$ cat src/rtl/keysw_io_device.sv
// Memory-mapped KEY/SW input device: two-flop synchronizers, per-group debouncers, and
// data plus control/status registers with sticky Ready/Overrun and an interrupt enable.
module keysw_io_device #(
  parameter int unsigned     DBITS           = 32,
  parameter logic [DBITS-1:0] ADDRKDATA      = 32'hFFFFF080,
  parameter logic [DBITS-1:0] ADDRKCTRL      = 32'hFFFFF084,
  parameter logic [DBITS-1:0] ADDRSDATA      = 32'hFFFFF090,
  parameter logic [DBITS-1:0] ADDRSCTRL      = 32'hFFFFF094,
  parameter int unsigned     DEBOUNCE_CYCLES = 500000,
  parameter int unsigned     CNTBITS         = 20
) (
  input  logic             _clk,
  input  logic             reset,
  input  logic [3:0]       KEY,
  input  logic [9:0]       SW,
  input  logic [DBITS-1:0] addr_i,
  input  logic [DBITS-1:0] wrdata_i,
  input  logic             wren_i,
  input  logic             rden_i,
  output logic [DBITS-1:0] rddata_o,
  output logic             sel_o,
  output logic             intr_o
);

  localparam logic [CNTBITS-1:0] CntLast = CNTBITS'(DEBOUNCE_CYCLES - 1);

  logic [3:0]         r_key_s1, r_key_s2, r_key_cand, r_key_stable;
  logic [9:0]         r_sw_s1, r_sw_s2, r_sw_cand, r_sw_stable;
  logic [CNTBITS-1:0] r_key_cnt, r_sw_cnt;
  logic               r_krdy, r_kovr, r_kie, r_srdy, r_sovr, r_sie;
  logic               w_key_commit, w_sw_commit;
  logic               w_kdata_hit, w_kctrl_hit, w_sdata_hit, w_sctrl_hit;
  logic               w_krd, w_kwr, w_srd, w_swr;
  logic [DBITS-1:0]   w_rddata;
  logic               w_unused;

  always_ff @(posedge _clk or posedge reset) begin
    if (reset) begin
      r_key_s1 <= 4'hF;
      r_key_s2 <= 4'hF;
      r_sw_s1  <= '0;
      r_sw_s2  <= '0;
    end else begin
      r_key_s1 <= KEY;
      r_key_s2 <= r_key_s1;
      r_sw_s1  <= SW;
      r_sw_s2  <= r_sw_s1;
    end
  end

  assign w_key_commit = (r_key_s2 != r_key_stable) && (r_key_s2 == r_key_cand) &&
                        (r_key_cnt == CntLast);
  assign w_sw_commit  = (r_sw_s2 != r_sw_stable) && (r_sw_s2 == r_sw_cand) &&
                        (r_sw_cnt == CntLast);

  always_ff @(posedge _clk or posedge reset) begin
    if (reset) begin
      r_key_cand   <= 4'hF;
      r_key_stable <= 4'hF;
      r_key_cnt    <= '0;
    end else if (r_key_s2 == r_key_stable) begin
      r_key_cand <= r_key_s2;
      r_key_cnt  <= '0;
    end else if (r_key_s2 != r_key_cand) begin
      r_key_cand <= r_key_s2;
      r_key_cnt  <= '0;
    end else if (r_key_cnt == CntLast) begin
      r_key_stable <= r_key_cand;
      r_key_cnt    <= '0;
    end else begin
      r_key_cnt <= r_key_cnt + CNTBITS'(1);
    end
  end

  always_ff @(posedge _clk or posedge reset) begin
    if (reset) begin
      r_sw_cand   <= '0;
      r_sw_stable <= '0;
      r_sw_cnt    <= '0;
    end else if (r_sw_s2 == r_sw_stable) begin
      r_sw_cand <= r_sw_s2;
      r_sw_cnt  <= '0;
    end else if (r_sw_s2 != r_sw_cand) begin
      r_sw_cand <= r_sw_s2;
      r_sw_cnt  <= '0;
    end else if (r_sw_cnt == CntLast) begin
      r_sw_stable <= r_sw_cand;
      r_sw_cnt    <= '0;
    end else begin
      r_sw_cnt <= r_sw_cnt + CNTBITS'(1);
    end
  end

  assign w_kdata_hit = (addr_i == ADDRKDATA);
  assign w_kctrl_hit = (addr_i == ADDRKCTRL);
  assign w_sdata_hit = (addr_i == ADDRSDATA);
  assign w_sctrl_hit = (addr_i == ADDRSCTRL);
  assign w_krd = rden_i && w_kdata_hit;
  assign w_srd = rden_i && w_sdata_hit;
  assign w_kwr = wren_i && w_kctrl_hit;
  assign w_swr = wren_i && w_sctrl_hit;

  // Commit beats a same-cycle data read or Overrun-clearing write.
  always_ff @(posedge _clk or posedge reset) begin
    if (reset) begin
      r_krdy <= 1'b0;
      r_kovr <= 1'b0;
      r_kie  <= 1'b0;
      r_srdy <= 1'b0;
      r_sovr <= 1'b0;
      r_sie  <= 1'b0;
    end else begin
      if (w_key_commit)     r_krdy <= 1'b1;
      else if (w_krd)       r_krdy <= 1'b0;
      if (w_key_commit && r_krdy && !w_krd) r_kovr <= 1'b1;
      else if (w_kwr && !wrdata_i[2])       r_kovr <= 1'b0;
      if (w_kwr)            r_kie <= wrdata_i[8];

      if (w_sw_commit)      r_srdy <= 1'b1;
      else if (w_srd)       r_srdy <= 1'b0;
      if (w_sw_commit && r_srdy && !w_srd) r_sovr <= 1'b1;
      else if (w_swr && !wrdata_i[2])      r_sovr <= 1'b0;
      if (w_swr)            r_sie <= wrdata_i[8];
    end
  end

  always_comb begin
    w_rddata = '0;
    if (w_kdata_hit) begin
      w_rddata[3:0] = ~r_key_stable;
    end else if (w_kctrl_hit) begin
      w_rddata[0] = r_krdy;
      w_rddata[2] = r_kovr;
      w_rddata[8] = r_kie;
    end else if (w_sdata_hit) begin
      w_rddata[9:0] = r_sw_stable;
    end else if (w_sctrl_hit) begin
      w_rddata[0] = r_srdy;
      w_rddata[2] = r_sovr;
      w_rddata[8] = r_sie;
    end
  end

  assign rddata_o = w_rddata;
  assign sel_o    = w_kdata_hit | w_kctrl_hit | w_sdata_hit | w_sctrl_hit;
  assign intr_o   = (r_krdy & r_kie) | (r_srdy & r_sie);

  assign w_unused = ^{wrdata_i[DBITS-1:9], wrdata_i[7:3], wrdata_i[1:0]};

endmodule

$ cat config.mk
export PLATFORM = sky130hd
export DESIGN_NAME = keysw_io_device
export DESIGN_NICKNAME = d
export VERILOG_FILES = /design/src/rtl/keysw_io_device.sv
export SDC_FILE = /design/constraint.sdc
export NUM_CORES = 1
export LEC_CHECK = 0
export CORE_ASPECT_RATIO = 0.9
export CORE_UTILIZATION = 40
export DETAILED_ROUTE_END_ITERATION = 8
export PLACE_DENSITY = 0.67
export SETUP_SLACK_MARGIN = 0.02
export SLEW_MARGIN = 20
export SYNTH_ARGS = -nofsm -noshare
export SYNTH_HDL_FRONTEND = slang
export SYNTH_SLANG_ARGS = --single-unit
$ cat constraint.sdc
create_clock -name _clk -period 3.4 [get_ports _clk]
set_input_delay 0.51 -clock _clk [delete_from_list [all_inputs] [get_ports _clk]]
set_output_delay 0.51 -clock _clk [all_outputs]
set_load 0.01 [all_outputs]
; ---- Word level (Yosys, flattened, before mapping)
; Index checks and enable logic that the tools add are counted.
[classes]
addsub = 2
n_eq_ne = 14
mux = 35
n_bitwise = 11
reduce_logical = 25
[op_table]
columns = cell, n
row1 = "32-bit == test, second input constant", 4
row2 = 20-bit two-way mux, 6
row3 = "20-bit by 1-bit adder with 20-bit output, second input constant", 2
row4 = "20-bit by 19-bit == test with 1-bit output, second input constant", 2
row5 = 1-bit two-way mux, 21
row6 = 10-bit == test, 2
row7 = 10-bit two-way mux, 2
row8 = 10-bit != test, 2
row9 = 1-bit logical AND, 14
row10 = 4-bit two-way mux, 3
row11 = 2-bit nonzero test, 6
row12 = 5-bit two-way mux, 2
row13 = 4-bit == test, 2
row14 = 4-bit != test, 2
row15 = 6-bit two-way mux, 1
row16 = 3-bit AND reduction, 2
row17 = 1-bit NOT, 4
row18 = 4-bit NOT, 1
row19 = 1-bit OR, 4
row20 = 1-bit zero test, 3
row21 = 1-bit AND, 2
[word_totals]
regBits = 102
out_inout_bits = 34

; ---- Depth between registers and ports, before layout
[depth]
depth_word = 6
mapped_depth = 7

; ---- Worst setup path before layout
; OpenSTA, ideal clock, no wires.
[synth_path]
path_kind = in2out
startpoint = input addr_i[9]
endpoint = output rddata_o[1]
arrival_time_ns = 1.706
required_time_ns = 2.890
setup_slack_ns = 1.184
cell_stages = 6
path_cell_list = nand4b_1 nor4_1 nand4_1 clkbuf_1 or2_2 nor2_1
[synth_via]
elab_chain_len = 4
[synth_rtl]
columns = item, line_no
row1 = from (decl), 16  ; input logic [DBITS-1:0] addr_i,
row2 = 32-bit == test, 96  ; assign w_sdata_hit = (addr_i == ADDRSDATA);
row3 = 1-bit two-way mux, 135  ; end else if (w_sdata_hit) begin
row4 = 1-bit two-way mux, 131  ; end else if (w_kctrl_hit) begin
row5 = 4-bit two-way mux *, 129  ; if (w_kdata_hit) begin
row6 = to (decl), 20  ; output logic [DBITS-1:0] rddata_o,
; Mark *: on every way between the ends. The rest lies on a longest branch, timed or not.

; ---- Final worst setup path
[layout_path]
startpoint = input addr_i[19]
endpoint = output rddata_o[7]
[layout_via]
elab_chain_len = 4
[layout_rtl]
columns = item, line_no
row1 = 32-bit == test, 96
row2 = 5-bit two-way mux, 135
row3 = 5-bit two-way mux, 131
row4 = 6-bit two-way mux *, 129
; Marked as above.

==> impl_metrics.yaml <==
global_routing:
  globalRouteMet3Util_pct: 4.002
  grt_antenna_before_repair: 0
  grt.met1_usage_pct: 19.20
  grt_first_pass_wirelength_um: 13480
  grt_pass1_vias: 2874
  grt_max_degree: 57
  gr-usage-all-layers_pct: 14.42
  grt_use_met2_pct: 22.41
  grt_overflow_total: 0
  grt.busiest_layer: "met2"
clock_tree:
  post_cts_resized: 0
  ctsHtreeMaxLevel: 3
  clk_pin_slew_ps: 60
  clock_path_buffers: 2
  clock_latency_ps: 340
  clock_sinks: 102
  clockRootBuffer: "clkbuf_16"
  cts_buffers: 9
  ctsHoldBuffers: 0
  post-cts-setup-buffer-count: 0
  cts_tree: "done"
sta:
  max_freq_mhz: 318.8
  period_needed_ps: 3137
  finalSetupViolations: 0
  tightest_slew_ps: 869.3
  setup_slack_ps: 263.0
  slew_headroom_pct: 41.60
  hold_viol: 0
  slew_viol_final: 0
  setup_tns_ps: 0
  fin_worst_skew_ps: 10.59
  period_share_pct: 92.26
  rsz0062_at_grt: "no"
floorplanning:
  die_h_um: 104.7
  num_rows: 37
  start_util_pct: 40.98
  die-area_sq_um: 12150
  core_area_sq_um: 11430
  die_x_um: 116.1
  io_pins: 116
yosys:
  synth_cell_types: 49
  synth_edf_count: 0
  yosys_warnings: 0
  ys_seq_area_share_pct: 54.90
  synth-async-reset-ratio_pct: 100.0
  synth_seq_cells: 102
  synth_top_area_cell: "dfrtp_1"
  syn_inst: 406
  synth_area_sq_um: 4686
  ys.flop_type: "dfrtp_1"
  yosysTopAreaCellShare_pct: 45.93
  synthTopCellsByArea: "dfrtp_1, dfstp_2, xor2_1"
  syn_avg_cell_area_sq_um: 11.54
route:
  wl_per_cell_um: 13.32
  ant_nets: 0
  dr.pass1.iters: 4
  via_count: 2948
  route.detailed.drc: 0
  drtIter0Drc: 150
  vias_per_cell: 4.724
  finalWirelength_um: 8310
layout:
  syn2layout_area_growth_pct: 21.34
  final_common_cell: "dfrtp_1"
  final_cell_mix: "dfrtp_1, clkdlybuf4s50_1, nor2_1"
  post-route-util_pct: 49.72
  layout-drive-gt1-share_pct: 16.45
  antenna_cells: 0
  final_nets: 547
job:
  cap_viol_max_count: 0
min_path:
  hp-start: "r_sw_s1[2]"
  hold_path.class: "flop to flop"
power:
  leakagePower_nw: 2.350
  power_density_nw_per_um2: 428.8
  p_sw_mw: 0.5359
  power.internal_mw: 1.902
  clockPowerShare_pct: 42.3
  p_sw_share_pct: 21.98
  p_comb_share_pct: 5.9
  seqPwrFrac_pct: 51.9
  peakVddDrop_uv: 239.8
place:
  gp_congestion: 0.8134
  io_buffer_count: 63
  place_hpwl_um: 5998
  pre_cts_ws_ps: 225.3
setup_path:
  cp-start-kind: "primary input"
  end_kind: "output pin"
  crit_required_ps: 2890
  criticalPathCategory: "primary input to output pin"
  critPathArrivalTime_ps: 2630
  crit_start: "addr_i[19]"
  critPathMaxFanout: 5
  reg2reg_from: "r_key_cnt[11]"
status:
  status: "finished, final reports clean"
## power groups by stage
stage,Clock [mW],Combinational [mW],Sequential (mW)
floorplan,0,0.0919,1.28
global placement,0,0.144,1.29
detailed placement,0,0.145,1.29
CTS,1.06,0.146,1.26
global route,1.12,0.160,1.27
finish,1.03,0.143,1.26
## worst max-delay path: stages
cell and delay, ps:
clkdlybuf4s50_1 460, nand4_1 110, nor4_1 310, nand4_1 240
nor2b_1 160, buf_4 150, and2_1 150, clkdlybuf4s50_1 540
## metal layers
| metal | up-vias | routed length [um] |
|---|---|---|
| met5 | - | 0 |
| met4 | 0 | 117 |
| met3 | 10 | 514 |
| met2 | 97 | 3747 |
| met1 | 1415 | 3930 |
| li1 | 1426 | - |
## through the flow
step,instance area [sq um],power (mW),cells,hold slack [ps]
after floorplan,4765,1.374,427,331.2
after global placement,5381,1.430,608,332.0
after detailed placement,5381,1.433,608,335.5
after CTS,5685,2.471,624,351.2
after global routing,5685,2.546,624,355.6
final,5685,2.438,624,349.1
## flip-flops by register name (all words and copies together), names as in the netlist, 4 cells and up
name,flops
r_sw_stable,10
r_key_s1,4
r_sw_s1,10
r_key_cand,4
r_key_s2,4
r_key_cnt,20
r_sw_s2,10
r_sw_cand,10
r_key_stable,4
r_sw_cnt,20
## final timing paths
path | endpoint | slack [ps] | cells after the start
max | rddata_o[7] | 260 | 8
max in group asynchronous | r_sw_cnt[14] | 2130 | 3
max reg2reg | r_key_stable[1] | 1210 | 5
min in group asynchronous | r_sw_cnt[13] | 640 | 2
min reg2reg | r_sw_s2[2] | 350 | 0
min | r_sw_s2[2] | 350 | 0
## area by class of cell
cell class | instances | area (sq um)
clock buffer | 9 | 225.2
clock inverter | 7 | 78.83
fill | 1047 | 5749
inverter | 9 | 36.28
multi-input combinational | 272 | 1889
sequential | 102 | 2572
tap | 156 | 195.2
timing repair buffer | 69 | 688.2
## synth_stat cells, types with 9 or more instances
cell      instances
dfrtp_1          86
buf_4            23
inv_1             9
nor2_1           42
nor2_2           10
clkbuf_1         17
xor2_1           38
nand2_1          18
xnor2_1          25
nand4_1          19
dfstp_2          16
nand3_1          16
## kinds of logic (layout without fill, tap and decap cells)
family                     count (synthesis)  count (layout)  share of synthesized area [%]
and+or+nand+nor                          153             153                          18.48
DFF                                      102             102                          54.90
xor gates and xnor gates                  63              63                          11.78
buffers and inverters                     53              94                          6.462
muxes                                     19              19                          5.688
AOI/OAI and AO/OA                         13              13                          2.083
adders and majority gates                  2               2                         0.5340
other                                      1              22                        0.08003
Power figures use the tool's default switching activity.
